File: config.mk
export PLATFORM = sky130hd
export DESIGN_NAME = uart_rx_deframer
export DESIGN_NICKNAME = d
export VERILOG_FILES = /design/src/rtl/uart_rx_deframer.sv
export SDC_FILE = /design/constraint.sdc
export NUM_CORES = 1
export LEC_CHECK = 0
export BUFFER_PORTS_ARGS = -buffer_cell sky130_fd_sc_hd__buf_2
export CORE_UTILIZATION = 35
export CTS_CLUSTER_DIAMETER = 50
export DETAILED_ROUTE_END_ITERATION = 16
export GPL_ROUTABILITY_DRIVEN = 0
export PLACE_DENSITY = 0.52
export SETUP_SLACK_MARGIN = 0.1
export SLEW_MARGIN = 40
export SYNTH_ARGS = -nofsm -noshare
export SYNTH_HDL_FRONTEND = slang
export SYNTH_SLANG_ARGS = --single-unit
export TNS_END_PERCENT = 1
File: constraint.sdc
create_clock -name Clock -period 2.7 [get_ports Clock]
set_clock_uncertainty 0.15 [all_clocks]
set_input_delay 0.27 -clock Clock [delete_from_list [all_inputs] [get_ports Clock]]
set_output_delay 0.27 -clock Clock [all_outputs]
set_load 0.02 [all_outputs]
File: src/rtl/uart_rx_deframer.sv
// UART receive deframer: 16x oversampled start/8 data/optional parity/stop, with parity and framing flags.
// Define UART_RX_SYNC_EN to pass RxIn through a 2-flop synchronizer before sampling.
module uart_rx_deframer (
    input  logic       Clock,
    input  logic       Reset,
    input  logic       RxIn,
    input  logic       BaudTick16,
    input  logic [1:0] ParityType,
    output logic [7:0] DataOut,
    output logic       DataValid,
    output logic       ParityError,
    output logic       FrameError,
    output logic       Busy
);

    typedef enum logic [2:0] {
        IDLE,
        START,
        DATA,
        PARITY,
        STOP
    } state_t;

    state_t      state_q;
    logic [3:0]  cnt_q;
    logic [3:0]  cnt_d;
    logic [2:0]  bit_idx_q;
    logic [7:0]  shift_q;
    logic [7:0]  shift_d;
    logic [1:0]  ptype_q;
    logic        par_err_q;
    logic        par_err_d;
    logic        par_en;
    logic [7:0]  data_q;
    logic        valid_q;
    logic        perr_q;
    logic        ferr_q;
    logic        rx_s;

`ifdef UART_RX_SYNC_EN
    logic sync1_q;
    logic sync2_q;

    always_ff @(posedge Clock) begin
        if (Reset) begin
            sync1_q <= 1'b1;
            sync2_q <= 1'b1;
        end else begin
            sync1_q <= RxIn;
            sync2_q <= sync1_q;
        end
    end

    assign rx_s = sync2_q;
`else
    assign rx_s = RxIn;
`endif

    // Types 01 and 10 carry a parity bit; ptype_q[1] is then the XOR value that flags an error.
    assign par_en    = ptype_q[0] ^ ptype_q[1];
    assign cnt_d     = cnt_q + 4'd1;
    assign shift_d   = {rx_s, shift_q[7:1]};
    assign par_err_d = ((^shift_q) ^ rx_s) == ptype_q[1];

    always_ff @(posedge Clock) begin
        if (Reset) begin
            state_q   <= IDLE;
            cnt_q     <= '0;
            bit_idx_q <= '0;
            shift_q   <= '0;
            ptype_q   <= '0;
            par_err_q <= 1'b0;
            data_q    <= '0;
            valid_q   <= 1'b0;
            perr_q    <= 1'b0;
            ferr_q    <= 1'b0;
        end else begin
            valid_q <= 1'b0;
            if (BaudTick16) begin
                case (state_q)
                    IDLE: begin
                        if (!rx_s) begin
                            state_q   <= START;
                            cnt_q     <= '0;
                            ptype_q   <= ParityType;
                            par_err_q <= 1'b0;
                        end
                    end
                    START: begin
                        if (cnt_q == 4'd7) begin
                            cnt_q     <= '0;
                            bit_idx_q <= '0;
                            state_q   <= rx_s ? IDLE : DATA;
                        end else begin
                            cnt_q <= cnt_d;
                        end
                    end
                    DATA: begin
                        cnt_q <= cnt_d;
                        if (cnt_q == 4'd15) begin
                            shift_q   <= shift_d;
                            bit_idx_q <= bit_idx_q + 3'd1;
                            if (bit_idx_q == 3'd7) begin
                                state_q <= par_en ? PARITY : STOP;
                            end
                        end
                    end
                    PARITY: begin
                        cnt_q <= cnt_d;
                        if (cnt_q == 4'd15) begin
                            par_err_q <= par_err_d;
                            state_q   <= STOP;
                        end
                    end
                    STOP: begin
                        cnt_q <= cnt_d;
                        if (cnt_q == 4'd15) begin
                            data_q  <= shift_q;
                            perr_q  <= par_en & par_err_q;
                            ferr_q  <= ~rx_s;
                            valid_q <= 1'b1;
                            state_q <= IDLE;
                        end
                    end
                    default: state_q <= IDLE;
                endcase
            end
        end
    end

    assign DataOut     = data_q;
    assign DataValid   = valid_q;
    assign ParityError = perr_q;
    assign FrameError  = ferr_q;
    assign Busy        = (state_q != IDLE);

endmodule

==> results of run 1 <==
[layer usage]
| metal | up-vias | part of all wire |
|---|---|---|
| met5 | - | 0 |
| met4 | 0 | 0.018 |
| met3 | 7 | 0.056 |
| met2 | 33 | 0.43 |
| met1 | 551 | 0.50 |
| li1 | 608 | - |
[per-stage QoR]
stage	worst slack, ns	util
CTS	0.543	0.424
global route	0.381	0.424
floorplan	1.05	-
global placement	0.586	0.398
detailed placement	0.541	0.398
finish	0.559	0.424
[worst min-delay path: cells and delay by family]
kind	cells	cell delay [ns]
buf+inv	1	0.07
mux	1	0.05
simple gates	1	0.07
[sequential cells by signal (all words and copies together) (netlist names)]
signal / count
DataOut: 8
shift_q: 8
cnt_q: 4
bit_idx_q: 3
state_q: 3
ptype_q: 2
DataValid: 1
FrameError: 1
ParityError: 1
par_err_q: 1
[logic make-up after synthesis]
kind of cell,count (synthesis),share of synthesized area
simple gates,55,0.197
flops,32,0.418
compound gates,28,0.115
mux,21,0.138
xor+xnor,11,0.0718
buf+inv,11,0.0367
fa+ha+maj,3,0.0245
[layout by cell type, fill, tap and decap left out, types with 2 or more instances in the layout]
cell	synthesis	final
xor2_1	2	2
nand2_1	3	3
nor3_1	2	2
mux2i_1	20	20
nor2_1	24	24
and2_1	2	2
a211oi_1	2	2
and3_1	2	2
or3_1	2	2
dfxtp_1	32	32
nand2b_1	2	2
nor2b_1	2	2
a21oi_1	7	7
ha_1	3	3
o21ai_1	3	3
nand4_1	4	4
buf_2	3	17
o22ai_1	2	2
nand3_1	2	2
clkbuf_8	0	5
xnor2_1	8	8
or4b_1	2	2
inv_1	3	3
o21ai_0	6	6
[where the power goes]
group	internal, W	total, W	switching [W]
Clock	0.000274	0.000459	0.000185
Sequential	0.000478	0.000488	0.0000106
Combinational	0.0000307	0.0000755	0.0000448
[layout make-up]
class	instances	area [µm²]
fillers	424	2370
inverters	3	11.3
flip-flops and latches	32	641
clock inverters	2	35.0
clock buffers	6	72.6
repair buffers	17	85.1
multi-input cells	118	837
well taps	50	62.6
[worst max-delay path by stage]
stage | cells after the start | slack (ns) | startpoint | to
2_1_floorplan | 5 | 1.05 | cnt_q[0]$_SDFFE_PP0P_ | cnt_q[0]$_SDFFE_PP0P_
3_3_place_gp | 4 | 0.59 | state_q[2]$_SDFFE_PP0P_ | ParityError$_SDFFE_PP0P_
3_5_place_dp | 4 | 0.54 | state_q[2]$_SDFFE_PP0P_ | DataOut[6]$_SDFFE_PP0P_
4_1_cts | 4 | 0.54 | state_q[2]$_SDFFE_PP0P_ | DataOut[6]$_SDFFE_PP0P_
5_1_grt | 4 | 0.38 | state_q[2]$_SDFFE_PP0P_ | DataOut[1]$_SDFFE_PP0P_
6_report | 4 | 0.56 | state_q[2]$_SDFFE_PP0P_ | DataOut[6]$_SDFFE_PP0P_
==> run summary, run 1 <==
MaxCap Viol Count: 0
EDFF count, synth: 0
Ys async rst share: 0
GR peak layer: met2
CP Data Required Time: 2.71 ns
Final setup violation count: 0
Non-filler instance count after layout: 228
R2R setup slack: 0.56 ns
WHS: 0.0687 ns
CTS tree: built
Buf/Inv on CP: 0
Delay-heaviest family, CP: simple AND/OR/NAND/NOR gates
Largest cells by area after synthesis: dfxtp_1 42%, mux2i_1 13%, nor2_1 5.9%, xnor2_1 4.6%, ha_1 2.4%
Core Rows: 23
Die width: 68.2 µm
GRT met3 Usage: 0.0500
Core area: 4120 µm²
Syn avg cell area: 9.53 µm²
Slew headroom: 0.566
LEAKAGE: 0.667 nW
Final Slew Violations: 0
Setup CP Type: register to register
Syn Nets: 170
Die height: 68.2 µm
Final Hold Vio Count: 0
Hold Path Origin: ParityType[0]
Outcome: finished clean
Most frequent cell after synthesis: dfxtp_1
Clk buf depth: 2
Ports: 18
Power Density: 586 nW/µm²
Reg clk slew, reported paths: 0.07 ns
Detailed Place HPWL: 2.09 mm
Final Routed Wirelength: 3.06 mm
Clk sink count: 32
Reg-to-reg endpoint: DataOut[6]$_SDFFE_PP0P_
Largest net degree at the start of global routing: 29
CP Capture Type: register
Max Clock Freq: 467 MHz
Cts hold-fix bufs: 0
Final nets: 186
Top cells by count, synth: 32 x dfxtp_1, 24 x nor2_1, 20 x mux2i_1, 8 x xnor2_1, 7 x a21oi_1
TritonCTS Buffers: 5
Root Driver: clkbuf_8
Drt pass-1 iters: 4
Starting Density: 0.373
P&R area growth vs syn: 13.7%
Drt initial violations: 69
Synthesized flop and latch total: 32
Area share of the largest cell type after synthesis: 0.418
Worst Path Arrival: 2.15 ns
Yosys cell types: 44
Fraction of layout cells with a size suffix above 1: 0.157
Placed insts: 220
CTS resizes: 0
Post-DP Area: 1640 µm²
Final period utilization: 0.793
Avg WL per Cell: 13.4 µm
Startpoint Class: register
Number of global-route vias before repair: 1070
Synth Cell Area: 1530 µm²
Drc violations: 0
Die area: 4650 µm²
Power Total: 0.00102 W
Total Routing Usage GR: 0.151
Peak supply drop: 0.318 mV
R2r worst-path depth: 4
RSZ-0062 raised after global routing: no
Worst-Margin Slew: 0.651 ns
Sequential area share after synthesis: 0.418
GRT met2 Usage: 0.211
Worst-Skew Late Latency: 0.29 ns
Yosys warning count: 0
N_diodes: 0
GR Overflow Total: 0
M1 GR Usage: 0.204
Hold WC Path Type: primary input to register
Synth area leader: dfxtp_1
Crit path cell chain: nor3b_2 -> and2_1 -> mux2i_1 -> nor2_1
Setup Buffers After CTS: 0
Main synth FF type: dfxtp_1
Antenna Violating Nets Remaining: 0
First-pass GRT wire length: 5.04 mm
PortBufs: 17
Slowest cell on crit path: and2_1
Drt via density: 5.26
Largest stage delay on the critical path: 0.60 ns
Fin area: 1740 µm²
Setup_tns: 0 ns
Vias: 1199
Hold path endpoint: ptype_q[0]$_SDFFE_PP0P_
Synthesized instance count: 161
WHS Path Cells: 3
Critical path peak fanout: 14
Htree depth: 2
Initial antenna violation count: 0
Worst r2r src: state_q[2]$_SDFFE_PP0P_
Minimum clock period: 2.14 ns
Note: power is estimated with default switching activity, not from simulation.
==> inputs of run 2 (changes only) <==
Clock period 2.7 ns to 2.2 ns, I/O delays scaled along.
==> run summary, run 2 (synthesized netlist as in run 1, its figures left out) <==
Root Driver: clkbuf_8 (unchanged)
Clk sink count: 32 (unchanged)
Initial antenna violation count: 0 (unchanged)
Met2 WL post-DR: 1.33 mm (was 1.31 mm)
CP Data Required Time: 2.27 ns (was 2.71 ns)
WHS: 0.0193 ns (was 0.0687 ns)
Startpoint Class: register (unchanged)
Slowest cell on crit path: dfxtp_1 (was and2_1)
GR Overflow Total: 0 (unchanged)
N_diodes: 0 (unchanged)
Final Routed Wirelength: 3.06 mm (unchanged)
Worst-Margin Slew: 0.461 ns (was 0.651 ns)
Cts hold-fix bufs: 0 (unchanged)
Final core utilization: 0.426 (was 0.424)
Die width: 68.2 µm (unchanged)
Place WS: 0.329 ns (was 0.541 ns)
Power Density: 649 nW/µm² (was 586 nW/µm²)
Hold WC Path Type: primary input to register (unchanged)
Drt via density: 5.13 (was 5.26)
Clk buf depth: 2 (unchanged)
Final nets: 190 (was 186)
Met1 Wirelength: 1.52 mm (was 1.53 mm)
Avg WL per Cell: 13.2 µm (was 13.4 µm)
Peak supply drop: 0.394 mV (was 0.318 mV)
Critical path peak fanout: 14 (unchanged)
Metal3 WL: 184 µm (was 171 µm)
Clock Power Share: 0.389 (was 0.449)
TritonCTS Buffers: 5 (unchanged)
Ports: 18 (unchanged)
Final Worst Setup Slack: 0.284 ns (was 0.559 ns)
Final Slew Violations: 0 (unchanged)
Logic pwr share: 0.085 (was 0.074)
CP Capture Type: register (unchanged)
Psw: 0.000291 W (was 0.000240 W)
CTS tree: built (unchanged)
Starting Density: 0.373 (unchanged)
PortBufs: 17 (unchanged)
Worst-Skew Late Latency: 0.29 ns (about the same)
Slew headroom: 0.691 (was 0.566)
RSZ-0062 raised after global routing: no (unchanged)
Final Hold Vio Count: 0 (unchanged)
Drc violations: 0 (unchanged)
Core Rows: 23 (unchanged)
Drt pass-1 iters: 4 (unchanged)
Die area: 4650 µm² (unchanged)
Most used cell, CP: or4b_1
Setup CP Type: register to register (unchanged)
Setup Buffers After CTS: 0 (unchanged)
Max Clock Freq: 522 MHz (was 467 MHz)
Reg clk slew, reported paths: 0.07 ns (about the same)
Fraction of layout cells with a size suffix above 1: 0.181 (was 0.157)
Largest net degree at the start of global routing: 28 (was 29)
Minimum clock period: 1.92 ns (was 2.14 ns)
Setup_tns: 0 ns (unchanged)
Net Sw Frac: 0.256 (was 0.235)
Commonest non-fill, non-tap cell in the layout: dfxtp_1 (unchanged)
Highest metal layer with signal wires: met4 (unchanged)
Vias: 1191 (was 1199)
First-pass GRT wire length: 5.09 mm (was 5.04 mm)
Core area: 4120 µm² (unchanged)
Number of global-route vias before repair: 1083 (was 1070)
Final period utilization: 0.871 (was 0.793)
Worst Path Arrival: 1.98 ns (was 2.15 ns)
Final setup violation count: 0 (unchanged)
Die height: 68.2 µm (unchanged)
Crit path cell chain: or4b_1 -> nand3_2 -> or4b_1 -> a21oi_1 (was nor3b_2 -> and2_1 -> mux2i_1 -> nor2_1)
Antenna Violating Nets Remaining: 0 (unchanged)
LEAKAGE: 0.680 nW (was 0.667 nW)
Drt initial violations: 35 (was 69)
Most frequent cells in the layout: 32 x dfxtp_1, 24 x nor2_1, 20 x mux2i_1, 17 x buf_2, 8 x xnor2_1 (unchanged)
Power Internal: 0.000847 W (was 0.000782 W)
Register share of total power: 0.527 (was 0.478)
Htree depth: 2 (unchanged)
P&R area growth vs syn: 14.4% (was 13.7%)
MaxCap Viol Count: 0 (unchanged)
Largest stage delay on the critical path: 0.60 ns (about the same)
Outcome: finished clean (unchanged)
Detailed Place HPWL: 2.13 mm (was 2.09 mm)
CTS resizes: 0 (unchanged)
Total Routing Usage GR: 0.152 (was 0.151)
## run 2: layout make-up
class	instances	area, µm²
clock buffers	5	68.8
clock inverters	3	18.8
fillers	417	2360
inverters	3	11.3
multi-input cells	118	837
flip-flops and latches	32	641
well taps	50	62.6
repair buffers	21	115
## run 2: metrics by stage
step	total power [W]	cells	instance area (µm²)
after floorplan	0.000681	161	1530
after CTS	0.00115	232	1750
after global routing	0.00120	232	1750
after detailed placement	0.000708	224	1670
final	0.00114	232	1750
after global placement	0.000706	224	1670
## run 2: final timing paths
path	from	end	slack, ns	cells after the start
setup reg to reg	state_q[0]$_SDFFE_PP0P_	cnt_q[2]$_SDFFE_PP0P_	0.28	4
setup / recovery	state_q[0]$_SDFFE_PP0P_	cnt_q[2]$_SDFFE_PP0P_	0.28	4
hold / removal	ParityType[0]	ptype_q[0]$_SDFFE_PP0P_	0.02	3
hold reg to reg	bit_idx_q[1]$_SDFFE_PP0P_	bit_idx_q[1]$_SDFFE_PP0P_	0.34	2
## run 2: layer usage
layer / vias up / GRT usage
met5: - / 0
met3: 6 / 0.0617
met1: 533 / 0.212
met2: 38 / 0.201
li1: 614 / -
met4: 0 / 0.0677
## run 2: power by group through the flow
stage | clock network, W | logic, W | registers [W]
floorplan | 0 | 0.0000761 | 0.000605
global placement | 0 | 0.0000949 | 0.000611
detailed placement | 0 | 0.0000957 | 0.000612
CTS | 0.000459 | 0.0000963 | 0.000599
global route | 0.000491 | 0.000107 | 0.000601
finish | 0.000442 | 0.0000962 | 0.000599
## run 2: critical path, delay by kind of cell (launching register included)
kind / cells / cell delay, ns
AO/OA/AOI/OAI: 1 / 0.14
flip-flops: 1 / 0.60
AND/OR/NAND/NOR: 3 / 0.95
==> inputs of run 3 (changes only) <==
Settings changed: ABC_AREA set to 1, CTS_BUF_LIST set to sky130_fd_sc_hd__clkbuf_16.
==> run summary, run 3 <==
Largest cells by area after synthesis: dfxtp_1 41%, o21ai_0 8.7%, nand2_1 7.5%, nor2_1 6.6%, a21oi_1 5.8% (was dfxtp_1 42%, mux2i_1 13%, nor2_1 5.9%, xnor2_1 4.6%, ha_1 2.4%)
Drt pass-1 iters: 4 (unchanged)
Buf/Inv on CP: 2 (was 0)
Die height: 68.5 µm (was 68.2 µm)
First-pass GRT wire length: 5.39 mm (was 5.09 mm)
Met1 Wirelength: 1.51 mm (was 1.52 mm)
TritonCTS Buffers: 5 (unchanged)
Outcome: finished clean (unchanged)
Final Routed Wirelength: 3.15 mm (was 3.06 mm)
Starting Density: 0.376 (was 0.373)
EDFF count, synth: 0 (unchanged)
Startpoint Class: register (unchanged)
Hold WC Path Type: primary input to register (unchanged)
Total Routing Usage GR: 0.156 (was 0.152)
Final nets: 236 (was 190)
WHS: 0.0198 ns (was 0.0193 ns)
Area share of the largest cell type after synthesis: 0.414 (was 0.418)
N_diodes: 0 (unchanged)
GR Overflow Total: 0 (unchanged)
Number of global-route vias before repair: 1246 (was 1083)
Most frequent cells in the layout: 32 x dfxtp_1, 31 x nand2_1, 27 x nor2_1, 27 x o21ai_0, 19 x inv_1 (was 32 x dfxtp_1, 24 x nor2_1, 20 x mux2i_1, 17 x buf_2, 8 x xnor2_1)
Vias: 1321 (was 1191)
Main synth FF type: dfxtp_1 (unchanged)
Clk buf depth: 2 (unchanged)
Worst-Skew Late Latency: 0.27 ns (was 0.29 ns)
Highest metal layer with signal wires: met4 (unchanged)
Clk sink count: 32 (unchanged)
Sequential area share after synthesis: 0.414 (was 0.418)
Max Clock Freq: 555 MHz (was 522 MHz)
Syn avg cell area: 7.58 µm² (was 9.53 µm²)
Fraction of layout cells with a size suffix above 1: 0.219 (was 0.181)
PortBufs: 17 (unchanged)
Largest stage delay on the critical path: 0.36 ns (was 0.60 ns)
Cts hold-fix bufs: 0 (unchanged)
Final period utilization: 0.819 (was 0.871)
Setup Buffers After CTS: 0 (unchanged)
Most frequent cell after synthesis: dfxtp_1 (unchanged)
Largest net degree at the start of global routing: 18 (was 28)
Yosys warning count: 0 (unchanged)
Drt initial violations: 57 (was 35)
RSZ-0062 raised after global routing: no (unchanged)
Critical path peak fanout: 9 (was 14)
Drc violations: 0 (unchanged)
Met2 WL post-DR: 1.51 mm (was 1.33 mm)
Final setup violation count: 0 (unchanged)
Core Rows: 23 (unchanged)
Die width: 68.5 µm (was 68.2 µm)
Power Density: 1080 nW/µm² (was 649 nW/µm²)
Drt via density: 4.75 (was 5.13)
MaxCap Viol Count: 0 (unchanged)
Ports: 18 (unchanged)
Setup CP Type: register to register (unchanged)
Synth area leader: dfxtp_1 (unchanged)
Die area: 4690 µm² (was 4650 µm²)
Detailed Place HPWL: 2.36 mm (was 2.13 mm)
Crit path cell chain: ha_1 -> nand2_2 -> nor2_2 -> inv_1 -> nor3_4 -> buf_4 -> o21ai_0 -> a21oi_1 (was or4b_1 -> nand3_2 -> or4b_1 -> a21oi_1)
Antenna Violating Nets Remaining: 0 (unchanged)
CTS tree: built (unchanged)
Final Hold Vio Count: 0 (unchanged)
Delay-heaviest family, CP: simple AND/OR/NAND/NOR gates (unchanged)
Minimum clock period: 1.80 ns (was 1.92 ns)
P&R area growth vs syn: 19.7% (was 14.4%)
Root Driver: clkbuf_16 (was clkbuf_8)
Slew headroom: 0.758 (was 0.691)
Initial antenna violation count: 0 (unchanged)
LEAKAGE: 0.860 nW (was 0.680 nW)
Final Slew Violations: 0 (unchanged)
Ys async rst share: 0 (unchanged)
Setup_tns: 0 ns (unchanged)
Metal3 WL: 105 µm (was 184 µm)
Yosys cell types: 28 (was 44)
Commonest non-fill, non-tap cell in the layout: dfxtp_1 (unchanged)
CP Data Required Time: 2.26 ns (was 2.27 ns)
Top cells by count, synth: 32 x dfxtp_1, 31 x nand2_1, 27 x nor2_1, 27 x o21ai_0 (was 32 x dfxtp_1, 24 x nor2_1, 20 x mux2i_1, 8 x xnor2_1, 7 x a21oi_1)
Peak supply drop: 0.461 mV (was 0.394 mV)
CP Capture Type: register (unchanged)
Slowest cell on crit path: dfxtp_1 (unchanged)
Worst-Margin Slew: 0.363 ns (was 0.461 ns)
Synthesized instance count: 204 (was 161)
Synth Cell Area: 1550 µm² (was 1530 µm²)
CTS resizes: 0 (unchanged)
Core area: 4120 µm² (unchanged)
Htree depth: 2 (unchanged)
Synthesized flop and latch total: 32 (unchanged)
Avg WL per Cell: 11.3 µm (was 13.2 µm)
Syn Nets: 213 (was 170)
Reg clk slew, reported paths: 0.05 ns (was 0.07 ns)
Worst Path Arrival: 1.86 ns (was 1.98 ns)
run 3: cell families (layout without fill, tap and decap cells):
family | count (synthesis) | in the layout | share of synthesized area
buffers and inverters | 26 | 50 | 0.0728
adders and majority gates | 3 | 3 | 0.0243
and+or+nand+nor | 84 | 84 | 0.269
DFF | 32 | 32 | 0.414
AOI/OAI and AO/OA | 52 | 52 | 0.180
xor gates and xnor gates | 7 | 7 | 0.0396
run 3: path summary, 6_finish.rpt:
check	startpoint	to	slack (ns)	depth (start not counted)
min reg2reg	bit_idx_q[2]$_SDFFE_PP0P_	bit_idx_q[2]$_SDFFE_PP0P_	0.33	2
max	cnt_q[1]$_SDFFE_PP0P_	DataOut[4]$_SDFFE_PP0P_	0.40	8
min	ParityType[0]	ptype_q[0]$_SDFFE_PP0P_	0.02	3
max reg2reg	cnt_q[1]$_SDFFE_PP0P_	DataOut[4]$_SDFFE_PP0P_	0.40	8
run 3: area by class of cell:
type / count / area [µm²]
Timing Repair Buffer: 20 / 108
Sequential cell: 32 / 641
Clock inverter: 3 / 38.8
Clock buffer: 5 / 125
Multi-Input combinational cell: 146 / 793
Inverter: 22 / 82.6
Fill cell: 413 / 2260
Tap cell: 50 / 62.6
run 3: metal layers:
layer | GRT usage | up-vias
li1 | - | 714
met1 | 0.187 | 583
met2 | 0.260 | 20
met3 | 0.0450 | 4
met4 | 0.0625 | 0
met5 | 0 | -
run 3: where the power goes:
group / leakage [nW] / internal (W) / switching (W)
Clock: 0.0850 / 0.000527 / 0.000235
Sequential: 0.259 / 0.000636 / 0.0000655
Combinational: 0.516 / 0.000167 / 0.000360
run 3: per-stage QoR:
step                      cells  worst slack (ns)  total power [W]   util  area (µm²)
after floorplan             204             0.688          0.00111      -        1550
after global placement      270             0.414          0.00124  0.410        1690
after detailed placement    270             0.403          0.00124  0.410        1690
after CTS                   278             0.378          0.00201  0.450        1850
after global routing        278             0.182          0.00210  0.450        1850
final                       278             0.398          0.00199  0.450        1850
run 3: tightest hold or removal path, delay by kind of cell:
kind	cells	cell delay (ns)
AND/OR/NAND/NOR	2	0.11
buffers and inverters	1	0.07
